$ cat config.mk
export PLATFORM = sky130hd
export DESIGN_NAME = imem_loader
export DESIGN_NICKNAME = d
export VERILOG_FILES = /design/src/rtl/imem_loader.sv
export SDC_FILE = /design/constraint.sdc
export NUM_CORES = 1
export LEC_CHECK = 0
export ABC_AREA = 1
export BUFFER_PORTS_ARGS = -buffer_cell sky130_fd_sc_hd__buf_2
export CORE_ASPECT_RATIO = 0.6
export CORE_UTILIZATION = 51
export DETAILED_ROUTE_END_ITERATION = 6
export PLACE_DENSITY_LB_ADDON = 0.15
export SLEW_MARGIN = 40
export SYNTH_ARGS = -nofsm -noshare
export SYNTH_HDL_FRONTEND = slang
export SYNTH_SLANG_ARGS = --single-unit
$ cat constraint.sdc
create_clock -name clk -period 1.4 [get_ports clk]
set_input_delay 0.07 -clock clk [delete_from_list [all_inputs] [get_ports clk]]
set_output_delay 0.07 -clock clk [all_outputs]
set_load 0.05 [all_outputs]
$ cat src/rtl/imem_loader.sv
// Instruction memory loader: assembles a little-endian byte stream into 32-bit words,
// writes them at consecutive word addresses and releases the core after a good XOR checksum.
module imem_loader #(
  parameter int unsigned DEPTH = 32,
  parameter int unsigned CNT_W = 6
) (
  input  logic             clk,
  input  logic             rst,
  input  logic             start,
  input  logic [CNT_W-1:0] word_count,
  input  logic             byte_valid,
  input  logic [7:0]       byte_data,
  output logic             byte_ready,
  output logic             mem_we,
  output logic [31:0]      mem_addr,
  output logic [31:0]      mem_wdata,
  output logic             busy,
  output logic             done,
  output logic             err,
  output logic             core_rst_n
);

  localparam logic [CNT_W-1:0] DepthC = CNT_W'(DEPTH);

  typedef enum logic [1:0] {StIdle, StRecv, StWrite, StCsum} state_e;

  state_e           state_q, state_d;
  logic [CNT_W-1:0] cnt_q, cnt_d;
  logic [CNT_W-1:0] word_idx_q, word_idx_d;
  logic [1:0]       byte_idx_q, byte_idx_d;
  logic [7:0]       acc_q, acc_d;
  logic [31:0]      word_q, word_d;
  logic [31:0]      addr_q, addr_d;
  logic [31:0]      wdata_q, wdata_d;
  logic             done_q, done_d;
  logic             err_q, err_d;
  logic             core_rst_n_q, core_rst_n_d;

  always_ff @(posedge clk) begin
    if (rst) begin
      state_q      <= StIdle;
      cnt_q        <= '0;
      word_idx_q   <= '0;
      byte_idx_q   <= '0;
      acc_q        <= '0;
      word_q       <= '0;
      addr_q       <= '0;
      wdata_q      <= '0;
      done_q       <= 1'b0;
      err_q        <= 1'b0;
      core_rst_n_q <= 1'b0;
    end else begin
      state_q      <= state_d;
      cnt_q        <= cnt_d;
      word_idx_q   <= word_idx_d;
      byte_idx_q   <= byte_idx_d;
      acc_q        <= acc_d;
      word_q       <= word_d;
      addr_q       <= addr_d;
      wdata_q      <= wdata_d;
      done_q       <= done_d;
      err_q        <= err_d;
      core_rst_n_q <= core_rst_n_d;
    end
  end

  always_comb begin
    state_d      = state_q;
    cnt_d        = cnt_q;
    word_idx_d   = word_idx_q;
    byte_idx_d   = byte_idx_q;
    acc_d        = acc_q;
    word_d       = word_q;
    addr_d       = addr_q;
    wdata_d      = wdata_q;
    done_d       = 1'b0;
    err_d        = err_q;
    core_rst_n_d = core_rst_n_q;
    byte_ready   = 1'b0;

    unique case (state_q)
      StIdle: begin
        if (start) begin
          cnt_d        = word_count;
          word_idx_d   = '0;
          byte_idx_d   = '0;
          acc_d        = '0;
          err_d        = 1'b0;
          core_rst_n_d = 1'b0;
          if (word_count > DepthC) begin
            err_d  = 1'b1;
            done_d = 1'b1;
          end else if (word_count == '0) begin
            state_d = StCsum;
          end else begin
            state_d = StRecv;
          end
        end
      end
      StRecv: begin
        byte_ready = 1'b1;
        if (byte_valid) begin
          word_d[{byte_idx_q, 3'b000} +: 8] = byte_data;
          acc_d      = acc_q ^ byte_data;
          byte_idx_d = byte_idx_q + 2'd1;
          if (byte_idx_q == 2'd3) begin
            // Latch the write beat now so address/data are registered during WRITE.
            addr_d  = {{(30 - CNT_W){1'b0}}, word_idx_q, 2'b00};
            wdata_d = word_d;
            state_d = StWrite;
          end
        end
      end
      StWrite: begin
        word_idx_d = word_idx_q + CNT_W'(1);
        byte_idx_d = '0;
        state_d    = (word_idx_q == cnt_q - CNT_W'(1)) ? StCsum : StRecv;
      end
      StCsum: begin
        byte_ready = 1'b1;
        if (byte_valid) begin
          done_d  = 1'b1;
          state_d = StIdle;
          if (byte_data == acc_q) begin
            core_rst_n_d = 1'b1;
            err_d        = 1'b0;
          end else begin
            err_d = 1'b1;
          end
        end
      end
    endcase
  end

  assign mem_we     = (state_q == StWrite);
  assign mem_addr   = addr_q;
  assign mem_wdata  = wdata_q;
  assign busy       = (state_q != StIdle);
  assign done       = done_q;
  assign err        = err_q;
  assign core_rst_n = core_rst_n_q;

endmodule
# [After elaboration in Yosys (flattened, before gate mapping)]
# Index checks and enable logic that the tools add are counted.
[word_totals] mem_count=0 output_inout_bits=70 latch_bits=0 mem_bits_rw=0 mem_bits_ro=0 inputBits=18 reg_bits=97
[classes] bitwise=1 n_reduce_logical=17 magnitude_cmp=1 n_eq_ne=12 n_div=0 shifts=2 muxes=30 multipliers=0 n_addsub=4
[ops] operator="bitwise mux 32 bit" count=1
[ops] operator="variable shift 8 x 7 -> 32 bit (first input constant)" count=1
[ops] operator="variable part select 8 x 7 -> 32 bit" count=1
[ops] operator="two-way mux 2 bit" count=9
[ops] operator="two-way mux 8 bit" count=2
[ops] operator="case mux 8 bit (2 select lines)" count=1
[ops] operator="!= test 2 bit (second input constant)" count=6
[ops] operator="case mux 6 bit (2 select lines)" count=1
[ops] operator="AND reduction 3 bit" count=4
[ops] operator="two-way mux 1 bit" count=10
[ops] operator="== test 8 bit" count=1
[ops] operator="case mux 2 bit (4 select lines)" count=1
[ops] operator="nonzero test 2 bit" count=4
[ops] operator="XOR 8 bit" count=1
[ops] operator="negator 5 -> 7 bit" count=1
[ops] operator="adder 6 x 1 -> 6 bit (second input constant)" count=1
[ops] operator="== test 2 bit (second input constant)" count=3
[ops] operator="== test 6 bit" count=1
[ops] operator="> comparator 6 bit (second input constant)" count=1
[ops] operator="logical NOT 6 bit" count=1
[ops] operator="two-way mux 6 bit" count=1
[ops] operator="case mux 1 bit (2 select lines)" count=3
[ops] operator="case mux 2 bit (3 select lines)" count=1
[ops] operator="AND reduction 2 bit" count=3
[ops] operator="other kinds (8)" count=8

# [Longest topological paths before layout]
# Gate-level depths: netlist of the first run.
[depth] depth_word=5 mapped_depth=10 mapped_depth_nobuf=10

# [Least setup slack after synthesis of the first run]
# Ideal clock, no wire load.
[synth_timing] path_kind="register -> register" startpoint="register state_q[0]" endpoint="register word_idx_q[4]" t_arrival_ns=1.678 stages_incl_launch_ff=11 setup_slack_ns=-0.398 cell_sequence="dfxtp_1 > inv_1 > ha_1 > inv_1 > nand2_1 > nand2_1 > nand2_1 > nor2_1 > nand2_1 > o21ai_0 > a21oi_1"
[synth_via] elab_chain_cells=3 elab_cells_between_ends=6 cone_classes="eq/ne: 2; mux: 1; reduce/logical: 3"
[synth_lines] item="start, declared" line="27" text="state_e state_q, state_d;"
[synth_lines] item="start signal, assigned" line="41" text="state_q <= StIdle;"
[synth_lines] item="start signal, assigned" line="53" text="state_q <= state_d;"
[synth_lines] item="== test 2 bit / logical NOT 2 bit (equally long branches)" line="81" text="unique case (state_q)"
[synth_lines] item="nonzero test 2 bit (no source line) / != test 2 bit (equally long branches)"
[synth_lines] item="AND reduction 2 bit (no source line)"
[synth_lines] item="end signal, assigned" line="55" text="word_idx_q <= word_idx_d;"
[synth_lines] item="end, declared" line="29" text="logic [CNT_W-1:0] word_idx_q, word_idx_d;"
# Parallel ways exist; a longest one is shown, timed or not.
# A chain may end at the register's enable or synchronous reset.

# [Worst setup path after layout of the first run]
[layout_timing] startpoint="register byte_idx_q[1]" endpoint="register word_q[5]"
[layout_via] elab_chain_cells=3 elab_cells_between_ends=4 cone_classes="add/sub: 1; shift: 2; mux: 1"
[layout_lines] item="start, declared" line="30" text="logic [1:0] byte_idx_q, byte_idx_d;"
[layout_lines] item="start signal, assigned" line="56" text="byte_idx_q <= byte_idx_d;"
[layout_lines] item="negator 5 -> 7 bit *" line="103" text="word_d[{byte_idx_q, 3'b000} +: 8] = byte_data;"
[layout_lines] item="variable part select 8 x 7 -> 32 bit / variable shift 8 x 7 -> 32 bit (equally long branches)" line="103"
[layout_lines] item="bitwise mux 32 bit *" line="103"
[layout_lines] item="end signal, assigned" line="58" text="word_q <= word_d;"
[layout_lines] item="end, declared" line="32" text="logic [31:0] word_q, word_d;"
# Mark *: on every way between the ends. The rest lies on a longest branch, timed or not.

==> reports/summary.json, run 1 <==
{
  "fp.coreArea_um2": 9260,
  "maxCapViolations": 0,
  "grt_pass1_vias": 3954,
  "cts-htree-levels": 3,
  "fillers": 671,
  "synth_cell_types": 29,
  "postSynth.asyncResetShare_pct": 0,
  "crit_arrival_ns": 1.76,
  "place.detailed.hpwl_um": 8780,
  "post_drt_wl_per_cell_um": 16.5,
  "finalWorstSetupSlack_ns": -0.0615,
  "final.hold.worst_slack_ns": 0.0295,
  "postSynthRegisterBits": 97,
  "via_count": 4998,
  "status": "finished, violations left",
  "remaining_drc_errors": 0,
  "drt-vias-per-instance": 5.30,
  "synth_top_family_by_area": "compound AO/OA/AOI/OAI gates",
  "clock.fmax_mhz": 684,
  "worstSkewPairLatency_ns": 0.35,
  "syn_area_per_cell_um2": 6.93,
  "synthesis.area_um2": 4910,
  "setup_viol": 40,
  "wire_length_of_the_first_global_routing_pass_um": 20000,
  "cp_cell_sequence": "inv_4, ha_4, nor2_4, nand3_4, o22ai_4, o21ai_2, inv_1",
  "cts_sinks": 97,
  "grt_util_all_layers_pct": 25.6,
  "die_area_um2": 10000,
  "yosys.area_share.adder_pct": 3.06,
  "cellPowerDensity_nw_per_um2": 1750,
  "grt_start_max_net_pins": 79,
  "slew_limit_fails": 0,
  "initial_util_pct": 53.0,
  "areaGrowthSynthToFinish_pct": 40.6,
  "antenna_violations_before_repair": 0,
  "hold_path_class": "in2reg",
  "detailedRoute.firstIterationViolations": 535,
  "vdd_ir_drop_max_v": 0.00157,
  "xor_xnor_portion_of_the_synthesized_cell_area_pct": 0.536,
  "clock_skew_ns": 0.00707,
  "place.gp.congestion": 0.987,
  "dieWidth_um": 129,
  "rows": 27,
  "post_route_cells_drive_above_1_share_pct": 34.1,
  "final_area_um2": 6900,
  "synth-edff-count": 0,
  "crit_family": "flip-flops",
  "antenna_cells_inserted": 0,
  "rsz_0062_raised_after_global_routing": "true",
  "violations_in_the_final_reports": "setup timing",
  "fp.dieH_um": 78.0,
  "hold_violations": 0,
  "critical_path_data_required_time_ns": 1.70,
  "numPortBuffers": 61,
  "synth_simple_gate_area_share_pct": 12.6,
  "postRouteAntennaNets": 0,
  "fin_nets": 838,
  "placement.cell_area_um2": 5510,
  "synth-main-ff-cell": "sky130_fd_sc_hd__dfxtp_1",
  "path_max_fanout": 8,
  "ctsHoldBuffers": 0,
  "post-route-min-period_ns": 1.46,
  "max-clock-path-buffers": 2,
  "worst_setup_path_end_kind": "flip-flop",
  "timing.setup.critical_path_class": "reg2reg",
  "routed_wl_um": 15500,
  "yosys_warnings": 0,
  "worst_path_largest_cell_delay_ns": 0.37,
  "cts.root.buffer_cell": "sky130_fd_sc_hd__clkbuf_16",
  "worst_setup_hold_path_clk_slew_ns": 0.07,
  "critical_path_buf_inv_count": 2,
  "period_share_pct": 104,
  "globalRoute.totalOverflow": 0,
  "io_pins": 88,
  "synthCells": 708,
  "worst_setup_path_start_kind": "flip-flop",
  "multiplexer_area_fraction_after_synthesis_pct": 0,
  "cts_buffers": 9,
  "critical_path.slowest_cell": "sky130_fd_sc_hd__dfxtp_2",
  "synth_sequential_area_ratio_pct": 39.6,
  "detailed_router_iteration_count_before_antenna_repair": 5,
  "tritoncts": "yes",
  "synth_compound_area_share_pct": 23.1,
  "power.leakage_nw": 3.30
}
worst paths after layout:
kind | depth (start not counted) | from | slack (ns) | end
worst max-delay path | 7 | byte_idx_q[1] | -0.06 | word_q[5]
worst min-delay path | 3 | word_count[1] | 0.03 | cnt_q[1]
worst max register to register | 7 | byte_idx_q[1] | -0.06 | word_q[5]
worst min register to register | 2 | mem_addr[6] | 0.45 | mem_addr[6]
worst min-delay path, cell delays in order:
cell and delay, ns:
sky130_fd_sc_hd__buf_2 0.09, sky130_fd_sc_hd__o21ai_0 0.07, sky130_fd_sc_hd__a21oi_1 0.10
layout make-up:
cell class	instances	area, um2	area share, %
Clock inverter	6	65.1	0.944
Clock buffer	10	239	3.47
Sequential cell	97	1950	28.3
Tap cell	130	163	2.36
Timing Repair Buffer	120	980	14.2
Inverter	180	692	10.0
Multi-Input combinational cell	400	2810	40.7
kinds of logic after synthesis:
group / after synthesis
AOI/OAI and AO/OA: 214
and+or+nand+nor: 145
other: 1
adders and majority gates: 12
xor gates and xnor gates: 3
buffers and inverters: 236
DFF: 97
where the power goes:
group | total (W) | internal, W | switching, W | leakage (nW)
clock network | 0.00254 | 0.00144 | 0.00110 | 0.149
logic | 0.00612 | 0.00237 | 0.00374 | 2.36
registers | 0.00338 | 0.00315 | 0.000224 | 0.789
total | 0.0120 | 0.00696 | 0.00507 | 3.30
state kept, by name (all words and copies together) (netlist names):
register    cells
mem_wdata      32
word_q         32
acc_q           8
cnt_q           6
mem_addr        6
word_idx_q      6
byte_idx_q      2
state_q         2
core_rst_n      1
done            1
err             1
cells in the mapped netlist, types with 2 or more instances:
master	count	area share [%]
sky130_fd_sc_hd__clkbuf_1	11	0.84
sky130_fd_sc_hd__nand3_1	21	2.1
sky130_fd_sc_hd__o22ai_1	32	4.1
sky130_fd_sc_hd__o21ai_0	78	8.0
sky130_fd_sc_hd__xnor2_1	3	0.54
sky130_fd_sc_hd__nor3_1	4	0.41
sky130_fd_sc_hd__o21ai_1	4	0.41
sky130_fd_sc_hd__nand2_2	2	0.25
sky130_fd_sc_hd__inv_1	180	14
sky130_fd_sc_hd__a21oi_1	96	9.8
sky130_fd_sc_hd__buf_6	3	0.69
sky130_fd_sc_hd__buf_1	3	0.23
sky130_fd_sc_hd__a211oi_2	2	0.51
sky130_fd_sc_hd__nor2_1	25	1.9
sky130_fd_sc_hd__nand3_2	2	0.41
sky130_fd_sc_hd__buf_2	7	0.71
sky130_fd_sc_hd__buf_4	30	4.6
sky130_fd_sc_hd__clkbuf_2	2	0.20
sky130_fd_sc_hd__nand2_1	85	6.5
sky130_fd_sc_hd__dfxtp_1	97	40
sky130_fd_sc_hd__a211oi_1	2	0.31
sky130_fd_sc_hd__ha_1	12	3.1
layout by cell type (no fill, tap or decap), drive strengths merged, types with 4 or more instances in the layout:
| master | count |
|---|---|
| a211oi | 4 |
| a21oi | 96 |
| buf | 114 |
| clkbuf | 16 |
| conb | 26 |
| dfxtp | 97 |
| ha | 12 |
| inv | 180 |
| nand2 | 87 |
| nand3 | 23 |
| nor2 | 26 |
| nor3 | 4 |
| o21ai | 82 |
| o22ai | 32 |
timing repair:
action | in CTS | in global routing
endpoints found under the hold margin | 0 | 0
setup buffers | 3 | 7
endpoints found under the setup margin | 68 | 93
cloned | 0 | 10
resized for setup | 44 | 190
pin swaps | 8 | 22
per-layer routing:
metal	vias to the layer above	global-route usage [%]	share of wire, %
met1	2368	39.2	46
met5	-	0	0
li1	2384	-	-
met3	24	6.34	8.5
met2	222	35.5	44
met4	0	5.18	1.4
through the flow:
step	utilization, %	total power (W)	TNS, ns	setup slack (ns)	cells
floorplan	-	0.00623	-0.257	-0.0667	733
global placement	59.5	0.00735	-0.287	-0.0708	907
detailed placement	59.5	0.00749	-2.09	-0.150	907
CTS	65.0	0.0105	-0.101	-0.0414	926
global route	74.5	0.0126	-5.36	-0.156	943
finish	74.5	0.0120	-0.936	-0.0615	943
Note: power is estimated with default switching activity, not from simulation.
==> inputs of run 2 (changes only) <==
==> constraint.sdc (replaced) <==
create_clock -name clk -period 1.4 [get_ports clk]
set_input_delay 0 -clock clk [delete_from_list [all_inputs] [get_ports clk]]
set_output_delay 0 -clock clk [all_outputs]
set_load 0.05 [all_outputs]
==> run 2 against run 1 <==
Effect of this change: the run still ends with setup timing left; critical path depth increased by 2; worst setup slack worse by 0.11 ns; wire length rose by 14%; cell count up 1.8%; combinational power increased by 11%; largest cell class unchanged; largest power group unchanged; highest routed layer unchanged.
==> reports/summary.json, run 2 (synthesis gave the netlist of run 1 again) <==
{
  "status": "finished, violations left",
  "violations_in_the_final_reports": "setup timing",
  "cts-htree-levels": {"value": 3, "change": "unchanged"},
  "cts_sinks": {"value": 97, "change": "unchanged"},
  "worst_setup_hold_path_clk_slew": {"value": 0.07, "unit": "ns", "change": "about the same"},
  "globalRoute.totalOverflow": {"value": 0, "change": "unchanged"},
  "fp.dieH": {"value": 78.0, "unit": "um", "change": "unchanged"},
  "rows": {"value": 27, "change": "unchanged"},
  "holdCritStartpoint": "word_count[4]",
  "via_count": {"value": 5358, "change": "+7.2%"},
  "max-clock-path-buffers": {"value": 2, "change": "unchanged"},
  "critical_path_data_required_time": {"value": 1.70, "unit": "ns", "change": "about the same"},
  "postRouteAntennaNets": {"value": 0, "change": "unchanged"},
  "dieWidth": {"value": 129, "unit": "um", "change": "unchanged"},
  "cts_buffers": {"value": 9, "change": "unchanged"},
  "worst_setup_path_end_kind": "flip-flop",
  "hold_path_class": "in2reg",
  "areaGrowthSynthToFinish_pct": 49.3,
  "detailed_router_iteration_count_before_antenna_repair": {"value": 5, "change": "unchanged"},
  "power.leakage": {"value": 3.42, "unit": "nW", "change": "+3.6%"},
  "post_drt_wl_per_cell": {"value": 18.4, "unit": "um", "change": "+12%"},
  "antenna_violations_before_repair": {"value": 0, "change": "unchanged"},
  "timing.rr.start": "state_q[0]",
  "grt_util_all_layers": {"value": 25.8, "unit": "%", "change": "+0.18 points"},
  "worstSkewPairLatency": {"value": 0.35, "unit": "ns", "change": "about the same"},
  "grt_pass1_vias": {"value": 4018, "change": "+1.6%"},
  "wire_length_of_the_first_global_routing_pass": {"value": 19800, "unit": "um", "change": "-0.76%"},
  "multi_input_comb_area": {"value": 3010, "unit": "um2", "change": "+7.2%"},
  "grt_start_max_net_pins": {"value": 79, "change": "unchanged"},
  "antenna_cells_inserted": {"value": 0, "change": "unchanged"},
  "io_pins": {"value": 88, "change": "unchanged"},
  "drt-vias-per-instance": {"value": 5.58, "change": "+5.3%"},
  "detailedRoute.firstIterationViolations": {"value": 560, "change": "+4.7%"},
  "path_max_fanout": {"value": 5, "change": "-3"},
  "critical_path.reg2reg.endpoint": "mem_wdata[17]",
  "post-route-min-period": {"value": 1.57, "unit": "ns", "change": "+0.110 ns"},
  "place.gp.congestion": {"value": 0.987, "change": "about the same"},
  "timing.setup.critical_path_class": "reg2reg",
  "clock_skew": {"value": 0.00827, "unit": "ns", "change": "+0.00120 ns"},
  "place.detailed.hpwl": {"value": 8900, "unit": "um", "change": "+1.3%"},
  "setup_viol": {"value": 73, "change": "+83%"},
  "cellPowerDensity": {"value": 1740, "unit": "nW/um2", "change": "-0.35%"},
  "fillers": {"value": 593, "change": "-12%"},
  "layout.cells.most_common": "sky130_fd_sc_hd__inv_1",
  "finalCoreUtilization": {"value": 79.1, "unit": "%", "change": "+4.6 points"},
  "vdd_ir_drop_max": {"value": 0.00122, "unit": "V", "change": "-22%"},
  "hold-path-endpoint": "cnt_q[4]",
  "hold_violations": {"value": 0, "change": "unchanged"},
  "finalWorstSetupSlack": {"value": -0.172, "unit": "ns", "change": "-0.110 ns"},
  "rsz_0062_raised_after_global_routing": "true",
  "tritoncts": "yes",
  "fin_nets": {"value": 855, "change": "+2.0%"},
  "routed_wl": {"value": 17700, "unit": "um", "change": "+14%"},
  "initial_util": {"value": 53.0, "unit": "%", "change": "unchanged"},
  "slew_limit_fails": {"value": 0, "change": "unchanged"},
  "numPortBuffers": {"value": 61, "change": "unchanged"},
  "clock.fmax": {"value": 636, "unit": "MHz", "change": "-7.0%"},
  "fp.coreArea": {"value": 9260, "unit": "um2", "change": "unchanged"},
  "most-common-layout-cells": "169 x sky130_fd_sc_hd__inv_1, 92 x sky130_fd_sc_hd__dfxtp_1, 68 x sky130_fd_sc_hd__nand2_1",
  "crit_arrival": {"value": 1.87, "unit": "ns", "change": "+0.11 ns"},
  "pre_cts_slack": {"value": -0.120, "unit": "ns", "change": "+0.0299 ns"},
  "min_path_cells": {"value": 3, "change": "unchanged"},
  "cts.root.buffer_cell": "sky130_fd_sc_hd__clkbuf_16",
  "register_to_register_path_setup_slack": {"value": -0.17, "unit": "ns", "change": "-0.11 ns"},
  "period_share": {"value": 112, "unit": "%", "change": "+7.9 points"},
  "remaining_drc_errors": {"value": 0, "change": "unchanged"},
  "maxCapViolations": {"value": 0, "change": "unchanged"},
  "post_route_cells_drive_above_1_share": {"value": 37.5, "unit": "%", "change": "+3.4 points"},
  "die_area": {"value": 10000, "unit": "um2", "change": "unchanged"},
  "worstRegToRegCells": {"value": 9, "change": "+2"},
  "ff_latch_area": {"value": 1950, "unit": "um2", "change": "about the same"},
  "worst_setup_path_start_kind": "flip-flop"
}
run 2: per-stage QoR:
stage / setup TNS, ns / instances / instance area [um2] / power (W) / hold WS, ns
after global placement: -0.320 / 905 / 5500 / 0.00734 / 0.293
after floorplan: -0.257 / 733 / 5060 / 0.00623 / 0.143
final: -4.37 / 960 / 7320 / 0.0127 / 0.0516
after global routing: -8.42 / 960 / 7320 / 0.0132 / 0.0717
after detailed placement: -2.32 / 905 / 5500 / 0.00746 / 0.306
after CTS: -0.0626 / 926 / 6010 / 0.0104 / 0.00470
run 2: cell type report:
class / instances / share of cell area, %
Clock inverter: 7 / 1.04
Timing Repair Buffer: 137 / 16.5
Multi-Input combinational cell: 400 / 41.1
Inverter: 180 / 9.45
Tap cell: 130 / 2.22
Clock buffer: 9 / 3.08
Sequential cell: 97 / 26.7
run 2: worst max-delay path, stage by stage, from the launching register on:
cell and delay (ns):
sky130_fd_sc_hd__dfxtp_4 0.38, sky130_fd_sc_hd__buf_12 0.10, sky130_fd_sc_hd__ha_4 0.15, sky130_fd_sc_hd__buf_6 0.10, sky130_fd_sc_hd__nand3_4 0.12, sky130_fd_sc_hd__buf_6 0.17
sky130_fd_sc_hd__buf_12 0.14, sky130_fd_sc_hd__a21oi_1 0.16, sky130_fd_sc_hd__o21ai_1 0.12, sky130_fd_sc_hd__inv_1 0.08
run 2: repair_timing:
action                     in CTS  in global routing
hold buffers                    4                  1
buffers inserted                1                 17
setup endpoints to repair      81                 88
gates resized for setup        39                241
hold endpoints to repair        5                  1
pin swaps                       8                 36
cloned                          0                 16
run 2: worst max-delay path by stage:
stage / start / end / cells after the start
finish: state_q[0] / mem_wdata[17] / 9
global route: state_q[0] / state_q[1] / 9
CTS: state_q[0] / word_idx_q[4] / 10
detailed placement: byte_idx_q[1] / mem_wdata[10] / 8
global placement: byte_idx_q[0] / mem_wdata[10] / 8
floorplan: state_q[1] / word_idx_q[4] / 10
run 2: report_power, final:
| group | total (W) | internal [W] | switching (W) |
|---|---|---|---|
| sequential | 0.00338 | 0.00316 | 0.000228 |
| combinational | 0.00681 | 0.00267 | 0.00414 |
| clock | 0.00254 | 0.00140 | 0.00115 |
run 2: routing by layer:
layer	up-vias	track usage (%)	part of all wire, %
met2	307	36.4	44
met1	2560	38.9	42
met3	66	6.14	11
li1	2425	-	-
met5	-	0	0
met4	0	6.12	3.0
